[config.mk]
export PLATFORM = sky130hd
export DESIGN_NAME = sad_column_scheduler
export DESIGN_NICKNAME = d
export VERILOG_FILES = /design/src/rtl/sad_column_scheduler.sv
export SDC_FILE = /design/constraint.sdc
export NUM_CORES = 1
export LEC_CHECK = 0
export CORE_ASPECT_RATIO = 1.1
export CORE_MARGIN = 2
export CORE_UTILIZATION = 50
export DETAILED_ROUTE_END_ITERATION = 12
export DONT_BUFFER_PORTS = 1
export HOLD_SLACK_MARGIN = 0.06
export PLACE_DENSITY = 0.78
export SKIP_LAST_GASP = 1
export SYNTH_ARGS = -nofsm -noshare
export SYNTH_HDL_FRONTEND = slang
export SYNTH_SLANG_ARGS = --single-unit
[constraint.sdc]
create_clock -name clk_in -period 6.7 [get_ports clk_in]
set_input_delay 0.335 -clock clk_in [delete_from_list [all_inputs] [get_ports clk_in]]
set_output_delay 0.335 -clock clk_in [all_outputs]
set_load 0.01 [all_outputs]
[src/rtl/sad_column_scheduler.sv]
// rtl/sad_column_scheduler.sv - column FIFO and one-in-flight issue sequencer for the SAD engine; optional watchdog via SAD_SCHED_WATCHDOG_EN
module sad_column_scheduler #(
  parameter int KERNEL_WIDTH = 3,
  parameter int OFFSET       = 10,
  parameter int PRIME_COLS   = KERNEL_WIDTH + OFFSET,
  parameter int FIFO_DEPTH   = 8,
  parameter int TIMEOUT      = 64
) (
  input  logic                          clk_in,
  input  logic                          rst_in,
  input  logic                          col_valid_in,
  input  logic [KERNEL_WIDTH*8-1:0]     left_col_in,
  input  logic [KERNEL_WIDTH*8-1:0]     right_col_in,
  input  logic [10:0]                   hcount_in,
  input  logic [9:0]                    vcount_in,
  output logic                          sad_valid_out,
  output logic [KERNEL_WIDTH*8-1:0]     sad_left_out,
  output logic [KERNEL_WIDTH*8-1:0]     sad_right_out,
  output logic [10:0]                   sad_hcount_out,
  output logic [9:0]                    sad_vcount_out,
  input  logic                          sad_busy_in,
  input  logic                          sad_valid_in,
  input  logic [7:0]                    sad_depth_in,
  input  logic [9:0]                    sad_hcount_in,
  input  logic [8:0]                    sad_vcount_in,
  output logic                          depth_valid_out,
  output logic [7:0]                    depth_out,
  output logic [9:0]                    depth_hcount_out,
  output logic [8:0]                    depth_vcount_out,
  output logic [$clog2(FIFO_DEPTH):0]   fifo_count_out,
  output logic [15:0]                   drop_count_out,
  output logic                          timeout_out
);

  localparam int AW   = $clog2(FIFO_DEPTH);
  localparam int CNTW = AW + 1;
  localparam int CW   = KERNEL_WIDTH * 8;
  localparam int EW   = 2 * CW + 11 + 10 + 1;
  localparam int PW   = $clog2(PRIME_COLS + 1);

  typedef enum logic [1:0] {IDLE, ISSUE, WAIT} state_t;
  state_t state;

  logic [EW-1:0]  mem [FIFO_DEPTH];
  logic [AW-1:0]  wr_ptr;
  logic [AW-1:0]  rd_ptr;
  logic [EW-1:0]  head;
  logic [CW-1:0]  head_left;
  logic [CW-1:0]  head_right;
  logic [10:0]    head_h;
  logic [9:0]     head_v;
  logic           head_row_start;
  logic           full;
  logic           empty;
  logic           pop;
  logic           push;
  logic           drop;
  logic [PW-1:0]  prime_cnt;
  logic [PW-1:0]  prime_next;
  logic           primed;
  logic           wd_expire;

  assign head           = mem[rd_ptr];
  assign head_left      = head[EW-1 -: CW];
  assign head_right     = head[EW-1-CW -: CW];
  assign head_h         = head[21:11];
  assign head_v         = head[10:1];
  assign head_row_start = head[0];

  assign empty = (fifo_count_out == '0);
  assign full  = (fifo_count_out == CNTW'(FIFO_DEPTH));
  // A pop frees a slot in the same cycle, so a push to a full FIFO still lands when paired with a pop
  assign pop   = (state == IDLE) && !empty && !sad_busy_in;
  assign push  = col_valid_in && (!full || pop);
  assign drop  = col_valid_in && full && !pop;

  // Row start restarts the priming count; otherwise it climbs and holds at the last priming column
  always_comb begin
    prime_next = prime_cnt;
    if (head_row_start)
      prime_next = '0;
    else if (prime_cnt != PW'(PRIME_COLS - 1))
      prime_next = prime_cnt + PW'(1);
  end

  // Column storage; written only on an accepted push
  always_ff @(posedge clk_in) begin
    if (push)
      mem[wr_ptr] <= {left_col_in, right_col_in, hcount_in, vcount_in, (hcount_in == 11'd0)};
  end

  // FIFO pointers and occupancy
  always_ff @(posedge clk_in or negedge rst_in) begin
    if (!rst_in) begin
      wr_ptr         <= '0;
      rd_ptr         <= '0;
      fifo_count_out <= '0;
    end else begin
      if (push) wr_ptr <= wr_ptr + AW'(1);
      if (pop)  rd_ptr <= rd_ptr + AW'(1);
      if (push && !pop)
        fifo_count_out <= fifo_count_out + CNTW'(1);
      else if (pop && !push)
        fifo_count_out <= fifo_count_out - CNTW'(1);
    end
  end

  // Saturating count of columns lost to a full FIFO
  always_ff @(posedge clk_in or negedge rst_in) begin
    if (!rst_in)
      drop_count_out <= '0;
    else if (drop && (drop_count_out != 16'hFFFF))
      drop_count_out <= drop_count_out + 16'd1;
  end

`ifdef SAD_SCHED_WATCHDOG_EN
  localparam int WW = $clog2(TIMEOUT + 1);
  logic [WW-1:0] wd_cnt;

  assign wd_expire = (state == WAIT) && (wd_cnt == WW'(TIMEOUT - 1));

  // Count cycles spent waiting for a result; the flag stays set until reset
  always_ff @(posedge clk_in or negedge rst_in) begin
    if (!rst_in) begin
      wd_cnt      <= '0;
      timeout_out <= 1'b0;
    end else begin
      if (state == WAIT) wd_cnt <= wd_cnt + WW'(1);
      else               wd_cnt <= '0;
      if (wd_expire && !sad_valid_in) timeout_out <= 1'b1;
    end
  end
`else
  assign wd_expire   = 1'b0;
  assign timeout_out = 1'b0;
`endif

  // Issue sequencer: pop, strobe the engine once, then wait for its result before the next column
  always_ff @(posedge clk_in or negedge rst_in) begin
    if (!rst_in) begin
      state            <= IDLE;
      sad_valid_out    <= 1'b0;
      sad_left_out     <= '0;
      sad_right_out    <= '0;
      sad_hcount_out   <= '0;
      sad_vcount_out   <= '0;
      depth_valid_out  <= 1'b0;
      depth_out        <= '0;
      depth_hcount_out <= '0;
      depth_vcount_out <= '0;
      prime_cnt        <= '0;
      primed           <= 1'b0;
    end else begin
      sad_valid_out   <= 1'b0;
      depth_valid_out <= 1'b0;
      case (state)
        IDLE: begin
          if (pop) begin
            state          <= ISSUE;
            sad_left_out   <= head_left;
            sad_right_out  <= head_right;
            sad_hcount_out <= head_h;
            sad_vcount_out <= head_v;
            prime_cnt      <= prime_next;
            primed         <= (prime_next == PW'(PRIME_COLS - 1));
          end
        end
        ISSUE: begin
          if (!sad_busy_in) begin
            sad_valid_out <= 1'b1;
            state         <= WAIT;
          end
        end
        WAIT: begin
          if (sad_valid_in) begin
            state            <= IDLE;
            depth_valid_out  <= primed;
            depth_out        <= sad_depth_in;
            depth_hcount_out <= sad_hcount_in;
            depth_vcount_out <= sad_vcount_in;
          end else if (wd_expire) begin
            state <= IDLE;
          end
        end
        default: state <= IDLE;
      endcase
    end
  end

endmodule

# After elaboration in Yosys (flattened, before gate mapping)
# Memories as Yosys holds them, arrays and structs flattened.
# Cells that the tools add are included.
# word_totals
regBits	131
mem_bits_rw	560
input_bits	101
out_inout_bits	119
elab_cells	67
mem_count	1
# mem_list
name	words	word_bits	read_ports	rd_ports_with_merged_regs	write_ports	line_no	text
mem	8	70	1	0	1	44	logic [EW-1:0] mem [FIFO_DEPTH];
# classes
addsub	6
n_eq_ne	9
mux	14
reduce_logical	21
# op_table
op	n
$add 16x1->16 const B	1
$mux 4	4
$ne 16x16->1 const B	1
$logic_not 11->1	1
$add 4x1->4 const B	2
$eq 4x4->1 const B	2
$logic_and 1x1->1	8
$add 3x1->3 const B	2
$mux 1	6
$mux 2	3
$ne 2x2->1 const B	3
$pmux 2 s3	1
$logic_not 1->1	5
$logic_not 4->1	1
$ne 4x4->1 const B	1
$reduce_and 2->1	2
$sub 4x1->4 const B	1
$reduce_and 3->1	1
$eq 2x1->1 const B	1
$eq 2x2->1 const B	1
$logic_not 2->1	1
$reduce_bool 2->1	1
$logic_or 1x1->1	1

# Longest topological paths before layout
# Gate-level depths: netlist of the first run.
# logic_depth
ltp_word	10
ltp_mapped	12
ltp_nobuf	10

# Least setup slack after synthesis of the first run
# Ideal clock, no wire load.
# synth_timing
path_kind	register to register
startpoint	register state[0]
endpoint	memory mem[0][0] (netlist bit) (enable)
setup_time_ps	584
t_arrival_ps	5990
t_required_ps	6116
slack_ps	126
path_stages_with_launch	5
path_buffers	0
synth_period_minus_slack_ps	6574
path_cell_list	dfrtp_1 or3_4 a21boi_2 nand2b_1 nor3_1
# synth_via
elab_chain_len	7
# synth_lines
item	line_no	text
start, declared	42	state_t state;
start signal, assigned	141	state <= IDLE;
start signal, assigned	159	state <= ISSUE;
start signal, assigned	171	state <= WAIT;
$logic_not 2->1	73	assign pop = (state == IDLE) && !empty && !sad_busy_in;
$logic_and 1x1->1 (2 in a row)	73	
$logic_or 1x1->1	74	assign push = col_valid_in && (!full || pop);
$logic_and 1x1->1	74	
via push	56	logic push;
$mux 1	88	if (push)
$mux 1 (implied by the code)	89	mem[wr_ptr] <= {left_col_in, right_col_in, hcount_in, vcount_in, (hcount_in == 11'd0)};
end, declared	44	
# The timed path passes the listed nets, and every way through them passes these cells.

# Worst setup path in the final report of the first run
# layout_timing
startpoint	register state[0]
endpoint	memory mem[3][51] (netlist bit) (enable)
# Same word-level chain as after synthesis.

==> reports/results.ini, run 1 <==
[cts]
clkLatencyLatePin_ns = 0.60
cts_setup_buffers = 0
cts_sinks = 691
cts_hold_buffers = 99
cts_tree = done
cts_buffers = 68
cts_resized = 0
clkTransAtPathRegs_ns = 0.06
cts-root-buf = clkbuf_16
cts_buffer_depth = 3
cts_max_level = 3

[layout]
drive_gt1_share_pct = 21.8
layout.nets = 1513
seq_area_um2 = 20100
fillers = 3560
utilization_pct = 58.6
area_growth_pct = 15.3
stdcell_area_um2 = 30200
multi_input_area_um2 = 5820

[detailed_routing]
drt_first_pass_iters = 5
drtIter0Drc = 989
drcViolationCount = 0
routed_wl_um = 52600
post_drt_wl_per_cell_um = 24.8
ant_nets = 0
num_vias = 12300
viasPerCell = 5.82

[hold_path]
hold_path_depth = 2
min_from = sad_valid_in
min_to = state[1]
hold_path.class = in -> reg

[timing]
finalClockSkew_ns = 0.0259
slew_headroom_pct = 11.5
min_period_ns = 3.16
worst_pin_slew_ns = 1.32
timing_max_transition_violations_final = 0
max_freq_mhz = 316
min_period_over_period_pct = 47.2
fin_tns_setup_ns = 0
setup_viol = 0
fin_hold_ws_ns = 0.0886
finalHoldViolCount = 0
rsz0062_at_grt = false

[placed_design]
placed_cell_area_um2 = 27000
numPortBuffers = 0
gp_congestion = 0.723
dp_hpwl_um = 28000

[synth]
ys_seq_elements = 691
synth_common_cells = 560 x edfxtp_1, 140 x mux4_2, 131 x dfrtp_1
synthTopCellsByArea = edfxtp_1 64%, dfrtp_1 13%, mux4_2 12%
synth-edff-count = 560
synth.distinct_cells = 45
async_flop_share_pct = 19.0
synth_ff_type = edfxtp_1
yosysTopAreaCell = edfxtp_1
synth_top_area_share_pct = 64.2
syn_area_um2 = 26200
ys_seq_area_share_pct = 76.8
avgSynthCellArea_um2 = 20.5
syn_nets = 1385
yosysMostFrequentCell = edfxtp_1
yosys_warnings = 0
synthCells = 1275

[worst_setup_path]
critical_path_class = reg -> reg
r2r_slack_ns = 3.54
crit_chain = or3_4 > a21boi_2 > nand2_1 > nor2_4 > buf_12
critPathRequiredTime_ns = 6.96
endpoint_kind = flip-flop
r2r-end = mem[3][51]
cp-start-kind = flip-flop
cp_slowest_cell = nor2_4
crit_arrival_ns = 3.42
rr_startpoint = state[0]
slowest_delay_ns = 0.90
rr_worst_depth = 5
crit_fanout = 42
worstSetupStartpoint = state[0]

[global_routing]
grt-ovfl-total = 0
antenna_found_initial = 5
grt_pass1_wl_um = 81000
grt_start_max_net_pins = 132
grt.total_usage_pct = 19.9
grt_pass1_vias = 13200

[floorplanning]
io-pin-count = 220
rows = 87
die-height_um = 244
start_util_pct = 50.8
core-area_um2 = 51500
dieArea_um2 = 54200
die_x_um = 222

[power]
ir_drop_v = 0.000243
total_power_mw = 13.0
power_leakage_nw = 10.3
p_per_area_nw_per_um2 = 430

[run_status]
status = finished, final reports clean

[flow_run]
drv_cap = 0

routing by layer:
metal / vias up / share of wire, % / track usage [%]
li1: 5360 / - / -
met3: 76 / 6.5 / 4.37
met4: 6 / 1.7 / 6.14
met1: 6523 / 41 / 25.8
met5: - / 0.072 / 0
met2: 381 / 51 / 34.1
worst max path at each step:
stage	endpoint	slack, ns	cells past startpoint
floorplan	mem[0][0]	0.13	4
global placement	mem[3][57]	3.54	5
detailed placement	mem[3][45]	3.50	5
CTS	mem[3][62]	3.49	5
global route	sad_vcount_out[5]	3.26	4
finish	mem[3][51]	3.54	5
cell type report:
class | count | share of cell area (%)
Sequential cell | 691 | 66.6
Multi-Input combinational cell | 515 | 19.3
Clock buffer | 86 | 6.10
Timing Repair Buffer | 121 | 3.93
Tap cell | 667 | 2.77
Inverter | 6 | 0.0829
Clock inverter | 35 | 1.21
Antenna cell | 2 | 0.0166
state kept, by name (all words and copies together) (netlist names):
register	flops
drop_count_out	16
sad_hcount_out	11
rd_ptr	3
state	2
sad_right_out	24
wr_ptr	3
sad_valid_out	1
depth_hcount_out	10
primed	1
prime_cnt	4
depth_out	8
mem	560
depth_vcount_out	9
depth_valid_out	1
fifo_count_out	4
sad_vcount_out	10
sad_left_out	24
power by group:
| part | switching [mW] | internal, mW | total [mW] |
|---|---|---|---|
| sequential | 0.789 | 5.54 | 6.33 |
| combinational | 1.48 | 1.41 | 2.89 |
| clock | 1.55 | 2.22 | 3.76 |
logic make-up (layout without fill, tap and decap cells):
logic type	Yosys count	after routing	synth area share (%)
flip-flops	691	691	76.8
multiplexers	243	243	16.2
AND/OR/NAND/NOR	146	146	2.69
AO/OA/AOI/OAI	96	96	2.05
buffers and inverters	69	248	1.21
XOR/XNOR	20	20	0.669
adder cells (fa/ha/maj)	9	9	0.459
other	1	3	0.0143
placed cells by master (no fill, tap or decap), drive strengths merged, types with 7 or more instances in the layout:
cell         netlist  layout
nand3              9       9
o21ai             74      74
buf               42      23
mux2              32      32
ha                 8       8
mux4             140     140
and3               7       7
nor2              14      14
dfrtp            131     131
mux2i             71      71
xnor2             18      18
clkbuf            21      86
nand2             84      84
inv                6       8
clkinv             0      23
bufinv             0       7
dlygate4sd3        0      98
edfxtp           560     560
o211ai             8       8
critical path: cells and delay by family (launching register included):
family,cells,cell delay [ns]
AO/OA/AOI/OAI,1,0.32
buffers and inverters,1,0.37
flip-flops,1,0.42
AND/OR/NAND/NOR,3,1.65
per-stage QoR:
stage,setup WS [ns],std cells
finish,3.54,2123
floorplan,0.126,1275
global placement,3.54,1901
detailed placement,3.50,1901
CTS,3.49,2121
global route,3.26,2123
Power figures use the tool's default switching activity.
==> run 2, diff against run 1 <==
--- a/config.mk
+++ b/config.mk
@@ -5,6 +5,7 @@
 export SDC_FILE = /design/constraint.sdc
 export NUM_CORES = 1
 export LEC_CHECK = 0
+export ABC_AREA = 1
 export CORE_ASPECT_RATIO = 1.1
 export CORE_MARGIN = 2
 export CORE_UTILIZATION = 50
==> constraint.sdc (replaced) <==
create_clock -name clk_in -period 2.7 [get_ports clk_in]
set_input_delay 0.135 -clock clk_in [delete_from_list [all_inputs] [get_ports clk_in]]
set_output_delay 0.135 -clock clk_in [all_outputs]
set_load 0.01 [all_outputs]
==> reports/results.ini, run 2 <==
[synth]
syn_area_um2 = 27200
synthCells = 2140
synth_common_cells = 560 x edfxtp_1, 332 x nor2_1, 277 x o21ai_0
async_flop_share_pct = 19.0
synth-edff-count = 560
yosys_warnings = 0
synth_top_area_share_pct = 61.8
synthTopCellsByArea = edfxtp_1 62%, dfrtp_1 12%, o21ai_0 5.1%
synth_ff_type = edfxtp_1
ys_seq_area_share_pct = 73.8
avgSynthCellArea_um2 = 12.7
syn_nets = 2250
yosysMostFrequentCell = edfxtp_1
synth.distinct_cells = 37
ys_seq_elements = 691
yosysTopAreaCell = edfxtp_1

[power]
p_int_mw = 22.6
pwr-share-seq_pct = 43.6
total_power_mw = 34.4
p_clk_share_pct = 29.0
ir_drop_v = 0.000987
switching_share_pct = 34.2
p_comb_share_pct = 27.3
power_leakage_nw = 11.3
p_switching_mw = 11.8
p_per_area_nw_per_um2 = 1090

[worst_setup_path]
r2r-end = drop_count_out[13]
crit_arrival_ns = 2.84
critPathRequiredTime_ns = 3.23
rr_worst_depth = 8
r2r_slack_ns = 0.39
endpoint_kind = flip-flop
cp-start-kind = flip-flop
crit_fanout = 76
rr_startpoint = fifo_count_out[2]
critical_path_class = reg -> reg

[cts]
clkLatencyLatePin_ns = 0.60
clkTransAtPathRegs_ns = 0.05
cts_buffer_depth = 3
cts_sinks = 691
cts_max_level = 3
cts_setup_buffers = 0
cts_hold_buffers = 99
cts_tree = done
cts_buffers = 70
cts-root-buf = clkbuf_16
cts_resized = 0

[timing]
timing_max_transition_violations_final = 0
finalHoldViolCount = 131
slew_headroom_pct = 32.5
min_period_over_period_pct = 85.6
setup_viol = 0
finalClockSkew_ns = 0.0184
rsz0062_at_grt = false
max_freq_mhz = 432
fin_hold_ws_ns = -0.762
worst_pin_slew_ns = 1.01
fin_tns_setup_ns = 0
final.setup.worst_slack_ns = 0.388
min_period_ns = 2.31

[global_routing]
grt.total_usage_pct = 22.3
grtUsageMet3_pct = 4.48
grt_use_met2_pct = 37.0
grt_pass1_vias = 17300
grt-ovfl-total = 0
grt_pass1_wl_um = 97600
grt_busiest_layer = met2
antenna_found_initial = 10
grt_use_met1_pct = 28.8
grt_start_max_net_pins = 158

[floorplanning]
die_x_um = 226
dieArea_um2 = 56300
rows = 89
core-area_um2 = 53800
io-pin-count = 220
start_util_pct = 50.6
die-height_um = 249

[detailed_routing]
drcViolationCount = 0
drt_first_pass_iters = 6
viasPerCell = 5.68
drtIter0Drc = 1717
ant_nets = 0
routed_wl_um = 62500
num_vias = 17100
post_drt_wl_per_cell_um = 20.7

[run_status]
violations = hold timing
status = finished with violations

[placed_design]
dp_hpwl_um = 34900
numPortBuffers = 0
place_ws_ns = 0.271
gp_congestion = 0.778

[layout]
multi_input_area_um2 = 6210
seq_area_um2 = 20100
final_cell_mix = 560 x edfxtp_1, 324 x nor2_1, 277 x o21ai_0, 257 x nand2_1, 138 x o211ai_1
largest-register = mem
top_regs = mem x560, sad_left_out x24, sad_right_out x24
fillers = 4022
mostFrequentLayoutCell = edfxtp_1
drive_gt1_share_pct = 8.81
utilization_pct = 58.6
largest_reg_flops = 560
layout.nets = 2333
area_growth_pct = 15.8

[flow_run]
drv_cap = 0

[hold_path]
hold_path.class = in -> async

[run 2: changes by cell type after synthesis, sizes merged, moves of 9 or more]
cell,change
buf,+28
nand2,+176
inv,+84
o21ai,+210
nor2,+320
nand3,+82
a21oi,+51
mux4,-140
o211ai,+130
mux2i,-71
clkbuf,+36
xnor2,-9
[run 2: layout make-up]
class	instances	share of cell area, %
timing repair buffer	138	4.86
inverter	90	1.10
clock inverter	32	1.17
antenna	7	0.0555
clock buffer	98	6.48
tap	728	2.89
multi-input combinational	1232	19.7
sequential	691	63.8
[run 2: cell families after synthesis]
family                   Yosys count  synth area share, %
AO/OA/AOI/OAI                    481                 10.1
XOR/XNOR                          19                0.611
adder cells (fa/ha/maj)            9                0.441
buffers and inverters            217                 3.64
flip-flops                       691                 73.8
multiplexers                      27                 1.12
other                              1               0.0138
AND/OR/NAND/NOR                  695                 10.2
[run 2: metal layers]
layer	vias to the layer above	share of wire, %
met3	126	7.6
li1	7808	-
met5	-	0.045
met1	8446	40
met2	745	50
met4	6	2.7
[run 2: worst max-delay path: stages (launching register included)]
cell     delay (ns)
dfrtp_1        0.47
nor2_1         0.13
nand2_1        0.09
nand2_4        0.10
buf_4          0.68
nand3_2        0.22
nor2_4         0.36
nand2_1        0.10
nand2_1        0.08
[run 2: worst max-delay path by stage]
stage	to	cells after the start	startpoint	slack [ns]
6_report	drop_count_out[13]	8	fifo_count_out[2]	0.39
3_3_place_gp	drop_count_out[2]	8	fifo_count_out[2]	0.34
2_1_floorplan	mem[2][0]	7	fifo_count_out[0]	-0.74
3_5_place_dp	drop_count_out[8]	8	fifo_count_out[3]	0.27
4_1_cts	drop_count_out[8]	8	fifo_count_out[3]	0.28
5_1_grt	drop_count_out[14]	8	fifo_count_out[2]	0.14
[run 2: power by group through the flow]
stage / registers, mW / logic (mW) / clock network, mW
final: 15.0 / 9.40 / 9.99
after global routing: 15.2 / 10.5 / 10.6
after CTS: 15.0 / 9.41 / 10.1
after detailed placement: 15.2 / 9.09 / 0
after global placement: 15.1 / 8.72 / 0
after floorplan: 14.9 / 6.60 / 0
[run 2: stage by stage]
stage	area, um2	std cells
floorplan	27300	2140
global placement	28100	2780
detailed placement	28100	2780
CTS	31500	3009
global route	31500	3016
finish	31500	3016
==> run 3, diff against run 2 <==
--- a/config.mk
+++ b/config.mk
@@ -6,7 +6,7 @@
 export NUM_CORES = 1
 export LEC_CHECK = 0
 export ABC_AREA = 1
-export CORE_ASPECT_RATIO = 1.1
+export CORE_ASPECT_RATIO = 1.75
 export CORE_MARGIN = 2
 export CORE_UTILIZATION = 50
 export DETAILED_ROUTE_END_ITERATION = 12
==> reports/results.ini, run 3 (synthesis gave the netlist of run 2 again) <==
[worst_setup_path]
r2r_slack_ns = 0.30
worstSetupStartpoint = fifo_count_out[1]
path_common_cell = nand2_1
rr_startpoint = fifo_count_out[1]
endpoint = mem[3][38]
crit_arrival_ns = 2.70
endpoint_kind = flip-flop
r2r-end = mem[3][38]
critPathRequiredTime_ns = 3.01
cp-start-kind = flip-flop
crit_fanout = 22
slowest_delay_ns = 0.50
rr_worst_depth = 8
crit_chain = nor2_1 > nand2_1 > nand2_4 > a21oi_2 > buf_4 > nand2_1 > nor2_4 > buf_12
cp_slowest_cell = dfrtp_1
critical_path_class = reg -> reg

[timing]
fin_tns_setup_ns = 0
slew_headroom_pct = 28.9
rsz0062_at_grt = false
setup_viol = 0
fin_hold_ws_ns = -0.762
final.setup.worst_slack_ns = 0.302
min_period_ns = 2.40
min_period_over_period_pct = 88.8
finalHoldViolCount = 131
finalClockSkew_ns = 0.0262
worst_pin_slew_ns = 1.07
max_freq_mhz = 417
timing_max_transition_violations_final = 0

[detailed_routing]
num_vias = 17300
post_drt_wl_per_cell_um = 21.6
ant_nets = 0
viasPerCell = 5.85
drcViolationCount = 0
drtIter0Drc = 1629
drt_first_pass_iters = 5
routed_wl_um = 64000

[placed_design]
numPortBuffers = 0
dp_hpwl_um = 36500
gp_congestion = 0.825
place_ws_ns = 0.280

[flow_run]
drv_cap = 0

[global_routing]
grt.total_usage_pct = 22.3
grt_pass1_vias = 17600
grt_pass1_wl_um = 98200
antenna_found_initial = 7
grt_start_max_net_pins = 132
grt-ovfl-total = 0

[hold_path]
hold_path.class = in -> async

[cts]
clkLatencyLatePin_ns = 0.62
cts_sinks = 691
cts_hold_buffers = 99
cts_setup_buffers = 0
cts_max_level = 2
cts_resized = 0
cts-root-buf = clkbuf_16
cts_buffers = 57
cts_tree = done
cts_buffer_depth = 3
clkTransAtPathRegs_ns = 0.07

[floorplanning]
io-pin-count = 220
die-height_um = 313
core-area_um2 = 54000
dieArea_um2 = 56400
rows = 113
die_x_um = 180
start_util_pct = 50.4

[layout]
largest-register = mem
area_growth_pct = 14.3
largest_reg_flops = 560
mostFrequentLayoutCell = edfxtp_1
top_regs = mem x560, sad_left_out x24, sad_right_out x24
fillers = 4095
final_cell_mix = 560 x edfxtp_1, 324 x nor2_1, 277 x o21ai_0, 257 x nand2_1, 138 x o211ai_1
drive_gt1_share_pct = 8.57
layout.nets = 2326

[power]
total_power_mw = 33.1
power_leakage_nw = 11.1
p_per_area_nw_per_um2 = 1060
ir_drop_v = 0.000609

[run_status]
violations = hold timing
status = finished with violations

run 3: worst max-delay path: cells and delay by family, from the launching register on:
| kind | cells | cell delay (ns) |
|---|---|---|
| buffers and inverters | 2 | 0.42 |
| AO/OA/AOI/OAI | 1 | 0.18 |
| flip-flops | 1 | 0.50 |
| AND/OR/NAND/NOR | 5 | 0.97 |
run 3: through the flow:
step	utilization, %	cell area [um2]	instances
2_1_floorplan	-	27300	2140
3_3_place_gp	52.1	28100	2748
5_1_grt	57.6	31100	2959
6_report	57.6	31100	2959
3_5_place_dp	52.1	28100	2748
4_1_cts	57.6	31100	2955
run 3: area by class of cell:
type | instances | area (um2) | area share (%)
clock buffer | 70 | 1560 | 5.01
antenna | 4 | 10.0 | 0.0322
clock inverter | 38 | 407 | 1.31
sequential | 691 | 20100 | 64.6
tap | 690 | 863 | 2.77
timing repair buffer | 144 | 1620 | 5.20
inverter | 90 | 348 | 1.12
multi-input combinational | 1232 | 6210 | 19.9
run 3: how the worst min path moves through the flow:
stage           start                   to  slack [ns]  cells past startpoint
3_3_place_gp   rst_in  depth_hcount_out[5]       -0.15                      0
2_1_floorplan  rst_in  depth_hcount_out[0]       -0.16                      0
6_report       rst_in    fifo_count_out[3]       -0.76                      0
5_1_grt        rst_in      sad_left_out[9]       -0.79                      0
4_1_cts        rst_in    sad_hcount_out[2]       -0.80                      0
3_5_place_dp   rst_in  depth_hcount_out[6]       -0.15                      0
run 3: metal layers:
metal | share of wire (%) | wire (um) | GRT usage [%] | up-vias
li1 | - | - | - | 7781
met1 | 36 | 22800 | 25.3 | 8580
met2 | 53 | 34000 | 41.0 | 796
met3 | 7.6 | 4880 | 3.94 | 150
met4 | 3.6 | 2280 | 9.75 | 4
met5 | 0.034 | 22 | 0 | -
run 3: power by group:
group | internal, mW | switching, mW | leakage [nW]
logic | 3.02 | 6.44 | 3.44
registers | 13.7 | 1.46 | 6.72
clock network | 4.81 | 3.74 | 0.956
total | 21.5 | 11.6 | 11.1
